<file path="src/rtl/window_gen_3x3.sv">
// window_gen_3x3: raster-stream 3x3 window generator with STRIDE decimation; define WIN_LAST_EN to add the win_last output
module window_gen_3x3 #(
  parameter int IMG_W  = 8,
  parameter int IMG_H  = 8,
  parameter int DATA_W = 8,
  parameter int STRIDE = 1
) (
  input  logic                     clk,
  input  logic                     rst_n,
  input  logic                     sync_clr,
  input  logic                     pix_valid,
  input  logic signed [DATA_W-1:0] pix_data,
  output logic                     win_valid,
  output logic signed [DATA_W-1:0] w0,
  output logic signed [DATA_W-1:0] w1,
  output logic signed [DATA_W-1:0] w2,
  output logic signed [DATA_W-1:0] w3,
  output logic signed [DATA_W-1:0] w4,
  output logic signed [DATA_W-1:0] w5,
  output logic signed [DATA_W-1:0] w6,
  output logic signed [DATA_W-1:0] w7,
  output logic signed [DATA_W-1:0] w8,
  output logic                     frame_done
`ifdef WIN_LAST_EN
  ,
  output logic                     win_last
`endif
);
  localparam int CW = $clog2(IMG_W);
  localparam int RW = $clog2(IMG_H);
  logic [CW-1:0] col_q, col_d;
  logic [RW-1:0] row_q, row_d;
  logic signed [DATA_W-1:0] lb0_q [IMG_W];
  logic signed [DATA_W-1:0] lb1_q [IMG_W];
  logic signed [DATA_W-1:0] sh_q [9];
  logic signed [DATA_W-1:0] sh_d [9];
  logic signed [DATA_W-1:0] out_q [9];
  logic accept, last_col, last_row, emit, win_valid_q, frame_done_q;
  // next counters, emit decision and the window after shifting in the new column
  always_comb begin
    accept   = pix_valid && !sync_clr;
    last_col = col_q == CW'(IMG_W - 1);
    last_row = row_q == RW'(IMG_H - 1);
    col_d    = last_col ? '0 : col_q + CW'(1);
    row_d    = last_col ? (last_row ? '0 : row_q + RW'(1)) : row_q;
    emit     = accept && row_q >= RW'(2) && col_q >= CW'(2) &&
               ((row_q - RW'(2)) % RW'(STRIDE)) == '0 &&
               ((col_q - CW'(2)) % CW'(STRIDE)) == '0;
    for (int i = 0; i < 3; i++) begin
      sh_d[3*i]   = sh_q[3*i+1];
      sh_d[3*i+1] = sh_q[3*i+2];
    end
    sh_d[2] = lb0_q[col_q];
    sh_d[5] = lb1_q[col_q];
    sh_d[8] = pix_data;
  end
  // line buffers age one row per accepted pixel; contents need no reset
  always_ff @(posedge clk)
    if (accept) begin
      lb0_q[col_q] <= lb1_q[col_q];
      lb1_q[col_q] <= pix_data;
    end
  // counters, shift window, registered window outputs and strobes
  always_ff @(posedge clk or negedge rst_n)
    if (!rst_n) begin
      col_q        <= '0;
      row_q        <= '0;
      win_valid_q  <= 1'b0;
      frame_done_q <= 1'b0;
      for (int i = 0; i < 9; i++) begin
        sh_q[i]  <= '0;
        out_q[i] <= '0;
      end
    end else if (sync_clr) begin
      col_q        <= '0;
      row_q        <= '0;
      win_valid_q  <= 1'b0;
      frame_done_q <= 1'b0;
      for (int i = 0; i < 9; i++) sh_q[i] <= '0;
    end else begin
      win_valid_q  <= emit;
      frame_done_q <= accept && last_col && last_row;
      if (accept) begin
        col_q <= col_d;
        row_q <= row_d;
        sh_q  <= sh_d;
      end
      if (emit) out_q <= sh_d;
    end
`ifdef WIN_LAST_EN
  localparam int LAST_C = 2 + ((IMG_W - 3) / STRIDE) * STRIDE;
  localparam int LAST_R = 2 + ((IMG_H - 3) / STRIDE) * STRIDE;
  logic win_last_q;
  // flag the final window position of a frame alongside its strobe
  always_ff @(posedge clk or negedge rst_n)
    if (!rst_n) win_last_q <= 1'b0;
    else win_last_q <= emit && row_q == RW'(LAST_R) && col_q == CW'(LAST_C);
  assign win_last = win_last_q;
`endif
  assign win_valid  = win_valid_q;
  assign frame_done = frame_done_q;
  assign w0 = out_q[0];
  assign w1 = out_q[1];
  assign w2 = out_q[2];
  assign w3 = out_q[3];
  assign w4 = out_q[4];
  assign w5 = out_q[5];
  assign w6 = out_q[6];
  assign w7 = out_q[7];
  assign w8 = out_q[8];
endmodule
</file>
<file path="config.mk">
export PLATFORM = sky130hd
export DESIGN_NAME = window_gen_3x3
export DESIGN_NICKNAME = d
export VERILOG_FILES = /design/src/rtl/window_gen_3x3.sv
export SDC_FILE = /design/constraint.sdc
export NUM_CORES = 1
export LEC_CHECK = 0
export ABC_AREA = 0
export CAP_MARGIN = 10
export CELL_PAD_IN_SITES_DETAIL_PLACEMENT = 1
export CELL_PAD_IN_SITES_GLOBAL_PLACEMENT = 1
export CORE_ASPECT_RATIO = 1.1
export CORE_UTILIZATION = 49
export DETAILED_ROUTE_END_ITERATION = 8
export HOLD_SLACK_MARGIN = 0.06
export PLACE_DENSITY = 0.87
export REMOVE_ABC_BUFFERS = 1
export SYNTH_ARGS = -nofsm -noshare
export SYNTH_HDL_FRONTEND = slang
export SYNTH_SLANG_ARGS = --single-unit
</file>
<file path="constraint.sdc">
create_clock -name clk -period 3.95 [get_ports clk]
set_input_delay 0.395 -clock clk [delete_from_list [all_inputs] [get_ports clk]]
set_output_delay 0.395 -clock clk [all_outputs]
set_load 0.05 [all_outputs]
</file>
==> impl_metrics.tcl, run 1 <==
set metrics [dict create \
    outcome "finished, final reports clean" \
    initial_core_util 0.499 \
    fin_util 0.591 \
    clk_latency_ns 0.52 \
    die_h_um 154 \
    tightest_slew_ns 1.00 \
    drive_gt1_frac 0.233 \
    synth_cell_type_count 42 \
    antenna_cells 0 \
    yosys.area_share.xor_xnor 0 \
    worstHoldPathType "reg2reg" \
    first_pass_iters 7 \
    cts.sinks 256 \
    place.gp.congestion 0.743 \
    p_leak_nw 4.98 \
    period_share 0.791 \
    p_per_area_nw_per_um2 462 \
    area_growth_syn_to_layout_pct 18.5 \
    wirelength_um 24800 \
    synthSimpleGateAreaFrac 0.0385 \
    synth_area_per_cell_um2 16.5 \
    peakVddDrop_v 0.000326 \
    first_global_vias 6450 \
    synth-edff-count 128 \
    rsz0062_at_grt "no" \
    worstPathMaxFanout 41 \
    syn_area_um2 10300 \
    tns_ns 0 \
    hold_path_depth 1 \
    drt_iter0_drc 347 \
    reg2regPathDepth 4 \
    cts_buffers 26 \
    startpoint_type "flip-flop" \
    worstSetupPathType "reg2reg" \
    synth_flop_cell "edfxtp_1" \
    vias 5777 \
    synth_seq_area_share 0.687 \
    yosys_warnings 0 \
    coreArea_um2 20600 \
    antenna_left 0 \
    cts_tree "done" \
    synth_adder_area_share 0.00610 \
    instances_no_fill 987 \
    synth_compound_area_frac 0.0568 \
    worstPathRequired_ns 4.35 \
    fmax_mhz 320 \
    pin_count 86 \
    nets 728 \
    antenna_found_initial 0 \
    yosys_register_bits 256 \
    drv_cap 0 \
    finalSetupViolations 0 \
    track_usage 0.237 \
    arrival_ns 3.53 \
    synthCells 622 \
    min_period_ns 3.13 \
    routedWlPerCell_um 25.1 \
    clk_pin_slew_ns 0.06 \
    cp-end-kind "flip-flop" \
    cts_buffer_depth 3 \
    async_reset_ff_frac 0.500 \
    slew_violations 0 \
    hold_viol_final 0 \
    dp_hpwl_um 14800 \
    drcViolationCount 0 \
    htree_levels 1 \
    dieArea_um2 21500 \
    dp_cells 938 \
    grt_pass1_wl_um 38700 \
    die_w_um 140 \
    grt_overflow 0 \
    synth_top_family_by_area "multiplexers" \
    grt_max_degree 110 \
    relSlewSlack 0.329 \
    num_rows 55 \
    vias_per_cell 5.85 \
    synth_mux_area_frac 0.186 \
    clockRootBuffer "clkbuf_16" \
    fin_skew_ns 0.0115 \
    io_buffers 85 \
    fillers 1851 \
]
-- power by group --
part           switching [mW]  internal, mW
Combinational           0.252         0.116
Clock                   0.997          1.32
Sequential             0.0440          2.89
Total                    1.29          4.33
-- area by class of cell --
type | instances | area (um2) | area share
tap | 256 | 320 | 0.0264
sequential | 256 | 7050 | 0.580
clock buffer | 37 | 754 | 0.0621
multi-input combinational | 319 | 2970 | 0.245
clock inverter | 11 | 50.0 | 0.00412
timing repair buffer | 101 | 980 | 0.0806
inverter | 7 | 28.8 | 0.00237
-- stage by stage --
stage	power, mW	area [um2]	worst slack (ns)	hold WS [ns]
6_report	5.62	12200	0.824	0.493
3_3_place_gp	3.31	11300	0.981	0.476
5_1_grt	5.79	12200	0.682	0.521
2_1_floorplan	3.16	10000	-0.559	0.0994
3_5_place_dp	3.35	11300	0.811	0.474
4_1_cts	5.66	12200	0.808	0.497
-- worst max-delay path, stage by stage (launching register included) --
cell and delay [ns]:
dfrtp_1 0.69, nor2_2 0.86, or3_4 0.68, buf_12 0.34, mux2_4 0.34
-- what timing repair did --
item | in CTS | in global routing
resized for setup | 0 | 0
buffers inserted | 0 | 0
hold buffers | 1 | 0
endpoints found under the setup margin | 0 | 0
hold endpoints to repair | 28 | 0
-- path summary, 6_finish.rpt --
path,start,end,slack [ns]
min reg2reg,w6[1],w6[1],0.49
max,col_q[1],w3[7],0.82
min in group asynchronous,rst_n,w0[3],0.57
max in group asynchronous,rst_n,w3[7],2.51
min,w6[1],w6[1],0.49
max reg2reg,col_q[1],w3[7],0.82
-- synthesized netlist by cell type, types with 6 or more instances --
master,instances,share of area
buf_2,12,0.0059
mux2_4,48,0.070
mux2_2,45,0.049
dfrtp_1,128,0.31
nand2_1,6,0.0022
mux2_1,8,0.0088
mux2i_1,41,0.040
nand2b_1,14,0.0085
nor2_1,51,0.019
o31ai_1,22,0.016
clkbuf_1,16,0.0059
buf_6,8,0.0088
o32ai_1,10,0.0085
mux4_2,8,0.018
edfxtp_1,128,0.37
o22ai_1,22,0.013
-- cells in the final DEF (no fill, tap or decap), types with 2 or more instances in the layout --
master | netlist | layout
edfxtp_1 | 128 | 128
dfrtp_1 | 128 | 127
clkdlybuf4s50_1 | 0 | 82
nor2_1 | 51 | 51
mux2_4 | 48 | 48
mux2_2 | 45 | 45
mux2i_1 | 41 | 41
clkbuf_16 | 0 | 28
o22ai_1 | 22 | 22
o31ai_1 | 22 | 22
buf_4 | 3 | 15
nand2b_1 | 14 | 14
o32ai_1 | 10 | 10
mux4_2 | 8 | 8
mux2_1 | 8 | 8
clkinv_1 | 1 | 7
clkbuf_1 | 16 | 7
nand2_1 | 6 | 6
inv_1 | 5 | 5
nor3_2 | 1 | 5
o31ai_2 | 5 | 5
ha_1 | 5 | 5
a211oi_1 | 4 | 4
o21ai_1 | 4 | 4
clkinv_2 | 0 | 4
a21oi_1 | 3 | 3
a21boi_0 | 2 | 2
nand3_1 | 2 | 2
or2_2 | 2 | 2
nand3b_1 | 2 | 2
clkbuf_8 | 0 | 2
-- layer usage --
layer | vias to the layer above | global-route usage | part of all wire | wire length, um
met4 | 0 | 0.0931 | 0.032 | 800
met1 | 3006 | 0.296 | 0.40 | 9800
met5 | - | 0 | 0 | 0
li1 | 2511 | - | - | -
met2 | 201 | 0.416 | 0.52 | 13000
met3 | 59 | 0.0346 | 0.049 | 1210
-- cell families (layout without fill, tap and decap cells) --
family | after synthesis | count (layout)
DFF | 256 | 256
muxes | 150 | 150
and+or+nand+nor | 86 | 86
AOI/OAI and AO/OA | 78 | 78
buffers and inverters | 47 | 156
adders and majority gates | 5 | 5
Note: power is estimated with default switching activity, not from simulation.
==> inputs of run 2 (changes only) <==
- clock period: 3.95 -> 2.97 ns (I/O delays scaled with it)
==> run 2 against run 1 <==
Combinational power increased by 35%. Routed wire length up 2.7%. First-iteration DRC count up 15%. Sequential share of layout area fell by 1.3 points. Worst setup slack worse by 0.35 ns. Clock power is 53% higher. Flip-flop and latch count unchanged. Critical path depth is the same. Critical path type unchanged.
==> impl_metrics.tcl, run 2 (synthesis gave the netlist of run 1 again) <==
set metrics [dict create \
    drcViolationCount 0 \
    placed_area_um2 11500 \
    grt_overflow 0 \
    timing.rr.end "w5[6]" \
    arrival_ns 2.88 \
    first_pass_iters 4 \
    io_buffers 85 \
    finalSetupViolations 0 \
    min_period_ns 2.49 \
    num_rows 55 \
    pwr-share-clk 0.447 \
    first_global_vias 6702 \
    tns_ns 0 \
    tightest_slew_ns 0.764 \
    peakVddDrop_v 0.000369 \
    final_cell_area_um2 12400 \
    cts.sinks 256 \
    min_to "sh_d[67]" \
    die_w_um 140 \
    reg2reg_from "col_q[2]" \
    antenna_found_initial 0 \
    cts_buffers 26 \
    die_h_um 154 \
    reg2regPathDepth 4 \
    fin_skew_ns 0.0203 \
    place.gp.congestion 0.760 \
    clk_latency_ns 0.54 \
    routedWlPerCell_um 25.4 \
    dieArea_um2 21500 \
    initial_core_util 0.499 \
    startpoint_type "flip-flop" \
    vias 5848 \
    rsz0062_at_grt "no" \
    drive_gt1_frac 0.261 \
    fmax_mhz 401 \
    antenna_left 0 \
    drt_iter0_drc 398 \
    seqCellArea_um2 7050 \
    p_sw_mw 1.79 \
    cts.repair.resized 0 \
    cts_setup_buffers 0 \
    period_share 0.840 \
    antenna_cells 0 \
    outcome "finished, final reports clean" \
    relSlewSlack 0.491 \
    nets 743 \
    p_per_area_nw_per_um2 639 \
    drv_cap 0 \
    htree_levels 1 \
    fin_util 0.605 \
    pin_count 86 \
    worstSetupPathType "reg2reg" \
    layout_common_cells "edfxtp_1 (128), dfrtp_1 (127), clkdlybuf4s50_1 (82), nor2_1 (51), mux2_4 (48)" \
    hold_path_depth 3 \
    hold_viol_final 0 \
    p_leak_nw 5.13 \
    multiInputGateArea_um2 2970 \
    power.share.switching 0.226 \
    worstPathRequired_ns 3.36 \
    dp_hpwl_um 15300 \
    grt_max_degree 73 \
    worstHoldPathType "in2reg" \
    area_growth_syn_to_layout_pct 21.2 \
    power_frac_comb 0.063 \
    wirelength_um 25500 \
    layout_commonest_cell "edfxtp_1" \
    holdBufCountCts 1 \
    slew_violations 0 \
    vias_per_cell 5.84 \
    track_usage 0.246 \
    holdCritStartpoint "sync_clr" \
    clk_pin_slew_ns 0.06 \
    clockRootBuffer "clkbuf_16" \
    cell_internal_pwr_mw 6.15 \
    ff2ff_setup_slack_ns 0.48 \
    cts_buffer_depth 3 \
    grt_pass1_wl_um 40000 \
    worstPathMaxFanout 27 \
    fillers 1824 \
    cp-end-kind "flip-flop" \
    cts_tree "done" \
    coreArea_um2 20600 \
    power_frac_seq 0.490 \
    hold_slack_ns 0.271 \
]
## run 2: changes by cell type in the layout (fill, tap and decap cells not counted)
cell and delta:
clkinv_2 +3, clkinv_1 -6, clkinvlp_4 +2, bufinv_16 +5, clkbuf_16 -1, buf_12 +3
clkbuf_1 -4, clkinv_8 +1, buf_4 +12
## run 2: critical path, cell delays in order (launching register included)
cell and delay, ns:
dfrtp_2 0.73, buf_4 0.45, mux2_2 0.41, a2111oi_0 0.57, a32oi_1 0.18
## run 2: cell type report
| class | instances | area share |
|---|---|---|
| inverter | 7 | 0.00231 |
| sequential | 256 | 0.567 |
| clock inverter | 16 | 0.0180 |
| timing repair buffer | 116 | 0.0908 |
| multi-input combinational | 319 | 0.239 |
| tap | 256 | 0.0257 |
| clock buffer | 32 | 0.0574 |
## run 2: worst max path at each step
stage	endpoint	cells past startpoint	start	slack, ns
floorplan	w6[0]	4	col_q[2]	-1.54
global placement	w5[6]	4	col_q[2]	0.77
detailed placement	w5[6]	4	col_q[2]	0.65
CTS	w5[6]	4	col_q[2]	0.50
global route	w5[6]	4	col_q[2]	0.33
finish	w5[6]	4	col_q[2]	0.48
## run 2: layer usage
layer  vias up  global-route usage  part of all wire
met5         -                   0                 0
met4         0               0.100             0.028
met3        51              0.0339             0.064
met2       220               0.433              0.52
met1      3022               0.308              0.38
li1       2555                   -                 -
## run 2: power groups by stage
stage               combinational (mW)  clock [mW]  sequential (mW)
floorplan                        0.204           0             4.00
global placement                 0.458           0             3.95
detailed placement               0.487           0             3.96
CTS                              0.501        3.61             3.90
global route                     0.533        3.72             3.90
finish                           0.497        3.55             3.90
## run 2: metrics by stage
step	power [mW]	instances	setup WS, ns
3_3_place_gp	4.41	953	0.769
4_1_cts	8.00	1002	0.496
6_report	7.95	1002	0.477
2_1_floorplan	4.21	582	-1.54
5_1_grt	8.15	1002	0.326
3_5_place_dp	4.45	953	0.649
==> inputs of run 3 (changes only) <==
- CORE_UTILIZATION: 49 -> 44
- PLACE_DENSITY: 0.87 -> 0.83
- clock period: 2.97 -> 2.05 ns (I/O delays scaled with it)
==> run 3 against run 2 <==
Flip-flop and latch count did not move. Total power grew 43%. Die area increased by 11%. Global-route usage down 4.0 points. Sequential power increased by 45%. Clock-buffer cell count is 2 lower. Routed wire length is 6.8% lower. Non-clock buffer count is 18 higher. Critical path depth fell by 3. Critical endpoint is now w4[4].
==> impl_metrics.tcl, run 3 (synthesis gave the netlist of run 1 again) <==
set metrics [dict create \
    io_buffers 85 \
    worstPathMaxFanout 2 \
    pwr-share-clk 0.435 \
    die_h_um 162 \
    cp_top_family "buffers and inverters" \
    tightest_slew_ns 0.639 \
    arrival_ns 1.74 \
    vias 5756 \
    reg2regPathDepth 3 \
    crit_buf_inv 1 \
    slew_violations 0 \
    clk_latency_ns 0.52 \
    min_period_ns 1.94 \
    htree_levels 1 \
    drive_gt1_frac 0.269 \
    cp_cell_sequence "clkdlybuf4s50_1" \
    drv_cap 0 \
    drt_iter0_drc 269 \
    layout_common_cells "edfxtp_1 (128), dfrtp_1 (127), clkdlybuf4s50_1 (82), nor2_1 (50), mux2_4 (48)" \
    die_w_um 148 \
    antenna_found_initial 0 \
    rsz0062_at_grt "no" \
    antenna_left 0 \
    nets 760 \
    timing.rr.end "lb0_q[6][5]" \
    p_leak_nw 5.21 \
    relSlewSlack 0.572 \
    cts_buffers 25 \
    startpoint_type "flip-flop" \
    area_growth_syn_to_layout_pct 22.9 \
    period_share 0.947 \
    slowest_delay_ns 0.84 \
    cts_setup_buffers 0 \
    coreArea_um2 22900 \
    critPathSlowestCell "clkdlybuf4s50_1" \
    cts_buffer_depth 3 \
    power_frac_comb 0.068 \
    grt_overflow 0 \
    initial_core_util 0.449 \
    antenna_cells 0 \
    worstPathRequired_ns 1.85 \
    drcViolationCount 0 \
    ff2ff_setup_slack_ns 0.12 \
    peakVddDrop_v 0.000516 \
    p_per_area_nw_per_um2 898 \
    grt_max_degree 61 \
    cts.sinks 256 \
    wirelength_um 23700 \
    power.share.switching 0.216 \
    cell_internal_pwr_mw 8.88 \
    fillers 2131 \
    hold_viol_final 0 \
    first_pass_iters 4 \
    track_usage 0.207 \
    worstHoldPathType "in2async" \
    clk_pin_slew_ns 0.06 \
    dp_hpwl_um 15300 \
    outcome "finished, final reports clean" \
    p_sw_mw 2.44 \
    power_mw 11.3 \
    crit_path_start "w4[4]" \
    pin_count 86 \
    layout_commonest_cell "edfxtp_1" \
    tns_ns 0 \
    fin_skew_ns 0.0106 \
    cts_tree "done" \
    reg2reg_from "col_q[0]" \
    finalSetupViolations 0 \
    first_global_vias 6438 \
    cp-end-kind "output pin" \
    vias_per_cell 5.43 \
    place.gp.congestion 0.759 \
    clockRootBuffer "clkbuf_16" \
    grt_pass1_wl_um 37700 \
    dieArea_um2 23900 \
    num_rows 58 \
    routedWlPerCell_um 22.4 \
    worstSetupPathType "reg2out" \
    fmax_mhz 515 \
    power_frac_seq 0.498 \
]
run 3: changes by cell type in the layout (fill, tap and decap cells not counted):
cell        before  now
clkinvlp_4       3    0
bufinv_16        5    6
clkbuf_16       27   25
buf_12           4    7
nor2_1          51   50
buf_4           27   42
clkinv_1         1    7
nor2_2           1    2
clkinv_2         7    3
clkinv_8         1    0
run 3: power by group through the flow:
stage / sequential (mW) / combinational (mW) / clock [mW]
after global placement: 5.72 / 0.723 / 0
after floorplan: 5.80 / 0.295 / 0
after detailed placement: 5.74 / 0.764 / 0
after CTS: 5.64 / 0.775 / 5.01
after global routing: 5.65 / 0.824 / 5.19
final: 5.64 / 0.766 / 4.92
run 3: worst max path at each step:
stage | end | slack (ns) | cells past startpoint
final | w4[4] | 0.11 | 1
after global routing | w7[5] | 0.009 | 6
after CTS | w7[5] | 0.09 | 6
after detailed placement | w7[5] | 0.15 | 6
after global placement | lb0_q[0][2] | 0.24 | 4
after floorplan | w6[0] | -2.46 | 4
run 3: through the flow:
step	utilization	hold WS [ns]	instances	worst slack, ns	area (um2)
after floorplan	-	-0.0906	582	-2.46	10000
after global placement	0.513	0.0864	1015	0.241	11700
after detailed placement	0.513	0.0882	1015	0.149	11700
after CTS	0.552	0.122	1061	0.0919	12600
after global routing	0.552	0.129	1061	0.00932	12600
final	0.552	0.118	1061	0.109	12600
run 3: final cells by class:
type / instances / area [um2] / share of cell area
Sequential cell: 256 / 7050 / 0.559
Timing Repair Buffer: 134 / 1300 / 0.103
Multi-Input combinational cell: 319 / 2980 / 0.236
Inverter: 7 / 28.8 / 0.00228
Tap cell: 300 / 375 / 0.0298
Clock buffer: 30 / 664 / 0.0527
Clock inverter: 15 / 218 / 0.0173
run 3: metal layers:
metal	track usage	wire length, um
met2	0.366	12600
met1	0.267	9510
met3	0.0233	1210
met5	0	0
met4	0.0604	435
run 3: repair_timing:
item | 4_1_cts | 5_1_grt
endpoints found under the setup margin | 0 | 5
endpoints found under the hold margin | 128 | 0
hold buffers | 1 | 0
gates resized for setup | 0 | 1
